--- src/rtl/commit_pkg.sv ---
// Shared types for the commit-record path: record layout, buffer state and reset PC.
package commit_pkg;

  localparam logic [31:0] COMMIT_RESET_PC = 32'h8000_0000;

  typedef enum logic {
    CB_RUN  = 1'b0,
    CB_HALT = 1'b1
  } cb_state_e;

  typedef struct packed {
    logic [31:0] pc;
    logic [31:0] inst;
    logic        gpr_wen;
    logic [4:0]  gpr_waddr;
    logic [31:0] gpr_wdata;
    logic        csr_wen;
    logic [11:0] csr_waddr;
    logic [31:0] csr_wdata;
    logic        brk;
    logic        ivd;
  } commit_rec_t;

endpackage

--- src/rtl/commit_buf_if.sv ---
// Writeback-to-Dbg handshake bundle for commit_buf; instret exists only with COMMIT_BUF_INSTRET_EN.
interface commit_buf_if;
  logic        in_valid;
  logic        in_ready;
  logic [31:0] in_pc;
  logic [31:0] in_inst;
  logic        in_gpr_wen;
  logic [4:0]  in_gpr_waddr;
  logic [31:0] in_gpr_wdata;
  logic        in_csr_wen;
  logic [11:0] in_csr_waddr;
  logic [31:0] in_csr_wdata;
  logic        in_brk;
  logic        in_ivd;
  logic        drain_en;

  logic [31:0] dbg_pc;
  logic [31:0] dbg_inst;
  logic        dbg_done;
  logic        dbg_gpr_wen;
  logic [31:0] dbg_gpr_waddr;
  logic [31:0] dbg_gpr_wdata;
  logic        dbg_csr_wen;
  logic [31:0] dbg_csr_waddr;
  logic [31:0] dbg_csr_wdata;
  logic        dbg_brk;
  logic        dbg_ivd;
  logic        halted;
`ifdef COMMIT_BUF_INSTRET_EN
  logic [63:0] instret;
`endif

  modport master (
    output in_valid, in_pc, in_inst, in_gpr_wen, in_gpr_waddr, in_gpr_wdata,
           in_csr_wen, in_csr_waddr, in_csr_wdata, in_brk, in_ivd, drain_en,
    input  in_ready, dbg_pc, dbg_inst, dbg_done, dbg_gpr_wen, dbg_gpr_waddr,
           dbg_gpr_wdata, dbg_csr_wen, dbg_csr_waddr, dbg_csr_wdata, dbg_brk,
           dbg_ivd, halted
`ifdef COMMIT_BUF_INSTRET_EN
         , instret
`endif
  );

  modport slave (
    input  in_valid, in_pc, in_inst, in_gpr_wen, in_gpr_waddr, in_gpr_wdata,
           in_csr_wen, in_csr_waddr, in_csr_wdata, in_brk, in_ivd, drain_en,
    output in_ready, dbg_pc, dbg_inst, dbg_done, dbg_gpr_wen, dbg_gpr_waddr,
           dbg_gpr_wdata, dbg_csr_wen, dbg_csr_waddr, dbg_csr_wdata, dbg_brk,
           dbg_ivd, halted
`ifdef COMMIT_BUF_INSTRET_EN
         , instret
`endif
  );
endinterface

--- src/rtl/commit_fifo.sv ---
// Power-of-two FIFO of commit records; shared by the trace consumers.
module commit_fifo
  import commit_pkg::*;
#(
  parameter int unsigned DEPTH = 4
) (
  input  logic        clk,
  input  logic        reset,
  input  logic        push_i,
  input  logic        pop_i,
  input  commit_rec_t wdata_i,
  output commit_rec_t rdata_o,
  output logic        full_o,
  output logic        empty_o
);

  localparam int unsigned AW = $clog2(DEPTH);
  localparam int unsigned CW = AW + 1;

  commit_rec_t   mem_q [DEPTH];
  logic [AW-1:0] wr_ptr_q, rd_ptr_q;
  logic [CW-1:0] count_q;
  logic          push_ok, pop_ok;

  assign full_o  = (count_q == CW'(DEPTH));
  assign empty_o = (count_q == '0);
  assign push_ok = push_i && !full_o;
  assign pop_ok  = pop_i && !empty_o;
  assign rdata_o = mem_q[rd_ptr_q];

  // NOTE: storage has no reset; pointers and count alone decide which entries are live.
  always_ff @(posedge clk) begin
    if (push_ok) mem_q[wr_ptr_q] <= wdata_i;
  end

  // NOTE: sequential state uses <= so every register samples pre-edge values.
  always_ff @(posedge clk or negedge reset) begin
    if (!reset) begin
      wr_ptr_q <= '0;
      rd_ptr_q <= '0;
      count_q  <= '0;
    end else begin
      if (push_ok) wr_ptr_q <= wr_ptr_q + AW'(1);
      if (pop_ok)  rd_ptr_q <= rd_ptr_q + AW'(1);
      case ({push_ok, pop_ok})
        2'b10:   count_q <= count_q + CW'(1);
        2'b01:   count_q <= count_q - CW'(1);
        default: count_q <= count_q;
      endcase
    end
  end

endmodule

--- src/rtl/commit_buf.sv ---
// Commit-record buffer replaying retired instructions to Dbg; freezes after ebreak/illegal.
// Optional COMMIT_BUF_INSTRET_EN adds a 64-bit retired-instruction counter.
module commit_buf
  import commit_pkg::*;
#(
  parameter int unsigned DEPTH    = 4,
  parameter logic [31:0] RESET_PC = COMMIT_RESET_PC
) (
  input  logic         clk,
  input  logic         reset,
  commit_buf_if.slave  bus
);

  cb_state_e   state_q, state_d;
  commit_rec_t in_rec, head;
  logic        full, empty, push, pop;

  logic [31:0] pc_q, inst_q, gpr_wdata_q, csr_wdata_q;
  logic [4:0]  gpr_waddr_q;
  logic [11:0] csr_waddr_q;
  logic        done_q, gpr_wen_q, csr_wen_q, brk_q, ivd_q;

  assign bus.in_ready = (state_q == CB_RUN) && !full;
  assign push         = bus.in_valid && bus.in_ready;
  assign pop          = (state_q == CB_RUN) && !empty && bus.drain_en;

  // x0 is hard-wired zero, so a write to it is stored as no write at all.
  always_comb begin
    in_rec           = '0;
    in_rec.pc        = bus.in_pc;
    in_rec.inst      = bus.in_inst;
    in_rec.gpr_wen   = bus.in_gpr_wen && (bus.in_gpr_waddr != 5'd0);
    in_rec.gpr_waddr = bus.in_gpr_waddr;
    in_rec.gpr_wdata = bus.in_gpr_wdata;
    in_rec.csr_wen   = bus.in_csr_wen;
    in_rec.csr_waddr = bus.in_csr_waddr;
    in_rec.csr_wdata = bus.in_csr_wdata;
    in_rec.brk       = bus.in_brk;
    in_rec.ivd       = bus.in_ivd;
  end

  commit_fifo #(.DEPTH(DEPTH)) u_fifo (
    .clk     (clk),
    .reset   (reset),
    .push_i  (push),
    .pop_i   (pop),
    .wdata_i (in_rec),
    .rdata_o (head),
    .full_o  (full),
    .empty_o (empty)
  );

  // NOTE: default first so every path assigns state_d and no latch is inferred.
  always_comb begin
    state_d = state_q;
    if (pop && (head.brk || head.ivd)) state_d = CB_HALT;
  end

  always_ff @(posedge clk or negedge reset) begin
    if (!reset) state_q <= CB_RUN;
    else        state_q <= state_d;
  end

  // Address/data hold between pops; enables and flags are qualified by the pulse.
  always_ff @(posedge clk or negedge reset) begin
    if (!reset) begin
      pc_q        <= RESET_PC;
      inst_q      <= '0;
      gpr_waddr_q <= '0;
      gpr_wdata_q <= '0;
      csr_waddr_q <= '0;
      csr_wdata_q <= '0;
      done_q      <= 1'b0;
      gpr_wen_q   <= 1'b0;
      csr_wen_q   <= 1'b0;
      brk_q       <= 1'b0;
      ivd_q       <= 1'b0;
    end else begin
      done_q    <= pop;
      gpr_wen_q <= pop && head.gpr_wen;
      csr_wen_q <= pop && head.csr_wen;
      brk_q     <= pop && head.brk;
      ivd_q     <= pop && head.ivd;
      if (pop) begin
        pc_q        <= head.pc;
        inst_q      <= head.inst;
        gpr_waddr_q <= head.gpr_waddr;
        gpr_wdata_q <= head.gpr_wdata;
        csr_waddr_q <= head.csr_waddr;
        csr_wdata_q <= head.csr_wdata;
      end
    end
  end

  assign bus.dbg_pc        = pc_q;
  assign bus.dbg_inst      = inst_q;
  assign bus.dbg_done      = done_q;
  assign bus.dbg_gpr_wen   = gpr_wen_q;
  assign bus.dbg_gpr_waddr = {27'd0, gpr_waddr_q};
  assign bus.dbg_gpr_wdata = gpr_wdata_q;
  assign bus.dbg_csr_wen   = csr_wen_q;
  assign bus.dbg_csr_waddr = {20'd0, csr_waddr_q};
  assign bus.dbg_csr_wdata = csr_wdata_q;
  assign bus.dbg_brk       = brk_q;
  assign bus.dbg_ivd       = ivd_q;
  assign bus.halted        = (state_q == CB_HALT);

`ifdef COMMIT_BUF_INSTRET_EN
  logic [63:0] instret_q;

  // Pops only happen in RUN, so the counter freezes on its own once halted.
  always_ff @(posedge clk or negedge reset) begin
    if (!reset)   instret_q <= '0;
    else if (pop) instret_q <= instret_q + 64'd1;
  end

  assign bus.instret = instret_q;
`endif

endmodule

--- src/flat_wrapper.sv ---
// flat-port wrapper written by rule: the top's interface ports become plain ports
module commit_buf_flat import commit_pkg::*;
#(
  parameter int unsigned DEPTH    = 4,
  parameter logic [31:0] RESET_PC = COMMIT_RESET_PC
)
  (clk, reset, bus_in_valid, bus_in_pc, bus_in_inst, bus_in_gpr_wen, bus_in_gpr_waddr, bus_in_gpr_wdata, bus_in_csr_wen, bus_in_csr_waddr, bus_in_csr_wdata, bus_in_brk, bus_in_ivd, bus_drain_en, bus_in_ready, bus_dbg_pc, bus_dbg_inst, bus_dbg_done, bus_dbg_gpr_wen, bus_dbg_gpr_waddr, bus_dbg_gpr_wdata, bus_dbg_csr_wen, bus_dbg_csr_waddr, bus_dbg_csr_wdata, bus_dbg_brk, bus_dbg_ivd, bus_halted);
  commit_buf_if bus_i ();
  input  logic clk;
  input  logic reset;
  input wire logic [$bits(bus_i.in_valid)-1:0] bus_in_valid;
  input wire logic [$bits(bus_i.in_pc)-1:0] bus_in_pc;
  input wire logic [$bits(bus_i.in_inst)-1:0] bus_in_inst;
  input wire logic [$bits(bus_i.in_gpr_wen)-1:0] bus_in_gpr_wen;
  input wire logic [$bits(bus_i.in_gpr_waddr)-1:0] bus_in_gpr_waddr;
  input wire logic [$bits(bus_i.in_gpr_wdata)-1:0] bus_in_gpr_wdata;
  input wire logic [$bits(bus_i.in_csr_wen)-1:0] bus_in_csr_wen;
  input wire logic [$bits(bus_i.in_csr_waddr)-1:0] bus_in_csr_waddr;
  input wire logic [$bits(bus_i.in_csr_wdata)-1:0] bus_in_csr_wdata;
  input wire logic [$bits(bus_i.in_brk)-1:0] bus_in_brk;
  input wire logic [$bits(bus_i.in_ivd)-1:0] bus_in_ivd;
  input wire logic [$bits(bus_i.drain_en)-1:0] bus_drain_en;
  output wire logic [$bits(bus_i.in_ready)-1:0] bus_in_ready;
  output wire logic [$bits(bus_i.dbg_pc)-1:0] bus_dbg_pc;
  output wire logic [$bits(bus_i.dbg_inst)-1:0] bus_dbg_inst;
  output wire logic [$bits(bus_i.dbg_done)-1:0] bus_dbg_done;
  output wire logic [$bits(bus_i.dbg_gpr_wen)-1:0] bus_dbg_gpr_wen;
  output wire logic [$bits(bus_i.dbg_gpr_waddr)-1:0] bus_dbg_gpr_waddr;
  output wire logic [$bits(bus_i.dbg_gpr_wdata)-1:0] bus_dbg_gpr_wdata;
  output wire logic [$bits(bus_i.dbg_csr_wen)-1:0] bus_dbg_csr_wen;
  output wire logic [$bits(bus_i.dbg_csr_waddr)-1:0] bus_dbg_csr_waddr;
  output wire logic [$bits(bus_i.dbg_csr_wdata)-1:0] bus_dbg_csr_wdata;
  output wire logic [$bits(bus_i.dbg_brk)-1:0] bus_dbg_brk;
  output wire logic [$bits(bus_i.dbg_ivd)-1:0] bus_dbg_ivd;
  output wire logic [$bits(bus_i.halted)-1:0] bus_halted;
  assign bus_i.in_valid = bus_in_valid;
  assign bus_i.in_pc = bus_in_pc;
  assign bus_i.in_inst = bus_in_inst;
  assign bus_i.in_gpr_wen = bus_in_gpr_wen;
  assign bus_i.in_gpr_waddr = bus_in_gpr_waddr;
  assign bus_i.in_gpr_wdata = bus_in_gpr_wdata;
  assign bus_i.in_csr_wen = bus_in_csr_wen;
  assign bus_i.in_csr_waddr = bus_in_csr_waddr;
  assign bus_i.in_csr_wdata = bus_in_csr_wdata;
  assign bus_i.in_brk = bus_in_brk;
  assign bus_i.in_ivd = bus_in_ivd;
  assign bus_i.drain_en = bus_drain_en;
  assign bus_in_ready = bus_i.in_ready;
  assign bus_dbg_pc = bus_i.dbg_pc;
  assign bus_dbg_inst = bus_i.dbg_inst;
  assign bus_dbg_done = bus_i.dbg_done;
  assign bus_dbg_gpr_wen = bus_i.dbg_gpr_wen;
  assign bus_dbg_gpr_waddr = bus_i.dbg_gpr_waddr;
  assign bus_dbg_gpr_wdata = bus_i.dbg_gpr_wdata;
  assign bus_dbg_csr_wen = bus_i.dbg_csr_wen;
  assign bus_dbg_csr_waddr = bus_i.dbg_csr_waddr;
  assign bus_dbg_csr_wdata = bus_i.dbg_csr_wdata;
  assign bus_dbg_brk = bus_i.dbg_brk;
  assign bus_dbg_ivd = bus_i.dbg_ivd;
  assign bus_halted = bus_i.halted;
  commit_buf #(.DEPTH(DEPTH), .RESET_PC(RESET_PC)) u_core (.clk(clk), .reset(reset), .bus(bus_i));
endmodule
--- config.mk ---
export PLATFORM = sky130hd
export DESIGN_NAME = commit_buf_flat
export DESIGN_NICKNAME = d
export VERILOG_FILES = /design/src/rtl/commit_pkg.sv /design/src/rtl/commit_buf_if.sv /design/src/rtl/commit_fifo.sv /design/src/rtl/commit_buf.sv /design/src/flat_wrapper.sv
export SDC_FILE = /design/constraint.sdc
export NUM_CORES = 1
export LEC_CHECK = 0
export ABC_CLOCK_PERIOD_IN_PS = 5450
export BUFFER_PORTS_ARGS = -buffer_cell sky130_fd_sc_hd__buf_2
export CORE_ASPECT_RATIO = 0.6
export CORE_UTILIZATION = 40
export CTS_CLUSTER_SIZE = 20
export DETAILED_ROUTE_END_ITERATION = 16
export GPL_TIMING_DRIVEN = 0
export PLACE_DENSITY = 0.57
export SLEW_MARGIN = 0
export SYNTH_ARGS = -nofsm -noshare
export SYNTH_HDL_FRONTEND = slang
export SYNTH_SLANG_ARGS = --single-unit
--- constraint.sdc ---
create_clock -name clk -period 5.45 [get_ports clk]
set_input_delay 0.545 -clock clk [delete_from_list [all_inputs] [get_ports clk]]
set_output_delay 0.545 -clock clk [all_outputs]
set_load 0.05 [all_outputs]
==> impl_metrics.env <==
export IMPL_status="finished, final reports clean"
export IMPL_drt_first_iter_violations=704
export IMPL_drive_gt1_share_pct=48.1
export IMPL_critPathKind="register to register"
export IMPL_power_density_nw_per_um2=552
export IMPL_cts_tree="built"
export IMPL_htree_num_levels=3
export IMPL_path_max_fanout=50
export IMPL_avgSynthCellArea_um2=23.8
export IMPL_synth_seq_area_share_pct=77.2
export IMPL_cp_start_kind="register"
export IMPL_clock_path_buffers=3
export IMPL_arrival_ns=3.08
export IMPL_mostFrequentLayoutCell="edfxtp_1"
export IMPL_rsz0062_at_grt="no"
export IMPL_wirelength_mm=56.9
export IMPL_multi_input_area_um2=5800
export IMPL_required_ns=5.71
export IMPL_most_common_layout_cells="edfxtp_1, buf_2, dfrtp_1"
export IMPL_synth_area_um2=28300
export IMPL_fin_crit_sh_pct=51.7
export IMPL_skew_ns=0.0175
export IMPL_p_leak_uw=0.0124
export IMPL_nNetsFinal=1785
export IMPL_synthDistinctLibCells=30
export IMPL_setup_violations=0
export IMPL_start_util_pct=40.5
export IMPL_gr_total_overflow=0
export IMPL_hold_slack_ns=0.143
export IMPL_clock_fmax_ghz=0.355
export IMPL_rows=75
export IMPL_fillers=5774
export IMPL_grt_max_degree=81
export IMPL_numCtsBuffers=72
export IMPL_slew_viol_final=0
export IMPL_reg2reg_depth=5
export IMPL_final_hold_viol_count=0
export IMPL_setup_tns_ns=0
export IMPL_grt_usage_pct=16.1
export IMPL_die_w_um=346
export IMPL_root_buffer="clkbuf_16"
export IMPL_syn_instance_count=1188
export IMPL_cts_sinks=754
export IMPL_io_buffers=304
export IMPL_fin_crit_ns=2.82
export IMPL_syn_to_final_growth_pct=20.0
export IMPL_via_per_inst=4.84
export IMPL_max_slew_margin_pct=42.0
export IMPL_core_area_um2=69900
export IMPL_num_vias=12624
export IMPL_ant_nets=0
export IMPL_wl_per_cell_um=21.8
export IMPL_grt_pass1_vias=13638
export IMPL_hold_class="input pin to register"
export IMPL_place_gp_congestion=0.696
export IMPL_crit_path_end_kind="register"
export IMPL_crit_start="u_core.u_fifo.count_q[0]"
export IMPL_reg2reg_to="u_core.u_fifo.mem_q[2][143]"
export IMPL_crit_path_end="u_core.u_fifo.mem_q[2][143]"
export IMPL_yosysWarnings=0
export IMPL_regArea_um2=21900
export IMPL_dp_hpwl_mm=35.1
export IMPL_first_pass_iters=4
export IMPL_worstMarginPinSlew_ns=0.864
export IMPL_maxCapViolCount=0
export IMPL_r2r_start="u_core.u_fifo.count_q[0]"
export IMPL_grt_first_pass_wirelength_mm=85.9
export IMPL_vdd_drop_max_mv=0.274
export IMPL_path_clk_slew_ns=0.06
export IMPL_reg2reg_slack_ns=2.63
export IMPL_ys_seq_elements=754
export IMPL_boundaryPins=352
export IMPL_dieArea_um2=71900
export IMPL_fp_dieH_um=208
export IMPL_antenna_found_initial=9
export IMPL_drc=0
export IMPL_cts_resized=0
export IMPL_insertion_delay_ns=0.61
## worst min path at each step
| stage | start | endpoint | slack (ns) | cells after the start |
|---|---|---|---|---|
| 6_report | bus_in_csr_wdata[11] | u_core.u_fifo.mem_q[3][13] | 0.14 | 1 |
| 2_1_floorplan | reset | u_core.bus.dbg_brk | 0.25 | 0 |
| 5_1_grt | bus_in_csr_wdata[27] | u_core.u_fifo.mem_q[1][29] | 0.10 | 1 |
| 4_1_cts | bus_in_csr_wdata[5] | u_core.u_fifo.mem_q[3][7] | 0.09 | 1 |
| 3_5_place_dp | u_core.bus.dbg_csr_wdata[27] | u_core.bus.dbg_csr_wdata[27] | 0.49 | 1 |
| 3_3_place_gp | u_core.bus.dbg_csr_wdata[4] | u_core.bus.dbg_csr_wdata[4] | 0.49 | 1 |
## synth_stat cells, drive strengths merged
cell	n	area (um2)
edfxtp	596	17900
dfrtp	157	3930
mux4	149	3360
mux2	146	1990
buf	82	761
clkbuf	15	56.3
inv	9	36.3
and2	8	50.1
ha	5	62.6
nor2	3	11.3
xnor2	3	26.3
xor2	3	26.3
a211oi	1	7.51
a21oi	1	5.00
conb	1	3.75
dfstp	1	26.3
fa	1	20.0
mux2i	1	10.0
nor3	1	5.00
nor4bb	1	10.0
o21a	1	7.51
o21bai	1	7.51
or3b	1	11.3
or4	1	7.51
## state kept, by name, summed over array words and instances, names as in the netlist
name,count
u_core.bus.dbg_brk,1
u_core.bus.dbg_csr_wdata,32
u_core.bus.dbg_csr_wen,1
u_core.bus.dbg_done,1
u_core.bus.dbg_gpr_wdata,32
u_core.bus.dbg_gpr_wen,1
u_core.bus.dbg_inst,32
u_core.bus.dbg_ivd,1
u_core.bus.dbg_pc,32
u_core.bus.halted,1
u_core.csr_waddr_q,12
u_core.gpr_waddr_q,5
u_core.u_fifo.count_q,3
u_core.u_fifo.mem_q,596
u_core.u_fifo.rd_ptr_q,2
u_core.u_fifo.wr_ptr_q,2
## critical path, stage by stage (launching register included)
cell	delay (ns)
dfrtp_1	0.42
nor2_1	0.08
a211oi_1	0.74
and2_4	0.52
buf_16	0.30
buf_16	0.31
## kinds of logic (layout without fill, tap and decap cells)
group / after synthesis / after routing / synth area share, %
flip-flops: 754 / 754 / 77.2
multiplexers: 296 / 296 / 18.9
buffers and inverters: 106 / 555 / 3.01
AND/OR/NAND/NOR: 15 / 15 / 0.336
adder cells (fa/ha/maj): 6 / 6 / 0.292
XOR/XNOR: 6 / 6 / 0.186
AO/OA/AOI/OAI: 4 / 4 / 0.0972
other: 1 / 50 / 0.0132
## final cells by class
class / count / area share (%)
repair buffers: 318 / 5.59
plain buffers: 97 / 2.41
well taps: 924 / 3.40
diodes: 3 / 0.0221
flip-flops and latches: 754 / 64.3
clock buffers: 97 / 5.90
inverters: 9 / 0.107
clock inverters: 34 / 1.17
multi-input cells: 374 / 17.1
## metrics by stage
step / setup slack (ns) / instances / utilization [%] / total power [uW] / instance area (um2)
floorplan: 0.294 / 1234 / - / 12300 / 28500
global placement: -3.20 / 2462 / 44.6 / 13900 / 31200
detailed placement: 2.43 / 2475 / 45.1 / 13900 / 31500
CTS: 2.58 / 2607 / 48.6 / 19100 / 34000
global route: 2.41 / 2607 / 48.6 / 19500 / 34000
finish: 2.63 / 2610 / 48.6 / 18700 / 34000
## layer usage
| layer | part of all wire, % | track usage (%) | vias up |
|---|---|---|---|
| li1 | - | - | 5627 |
| met1 | 44 | 21.5 | 6648 |
| met2 | 49 | 26.2 | 261 |
| met3 | 5.5 | 4.35 | 80 |
| met4 | 1.8 | 4.03 | 8 |
| met5 | 0.097 | 0 | - |
## where the power goes
group          switching [uW]  leakage, uW  internal [uW]
logic                    3830      0.00398           2410
clock network            2130      0.00117           2940
registers                 373      0.00727           7050
## repair_timing
action / in CTS / in global routing
setup buffers: 0 / 0
hold buffers: 1 / 0
endpoints found under the hold margin: 41 / 0
setup endpoints to repair: 0 / 0
No activity file was read; power rests on OpenSTA's default activity.
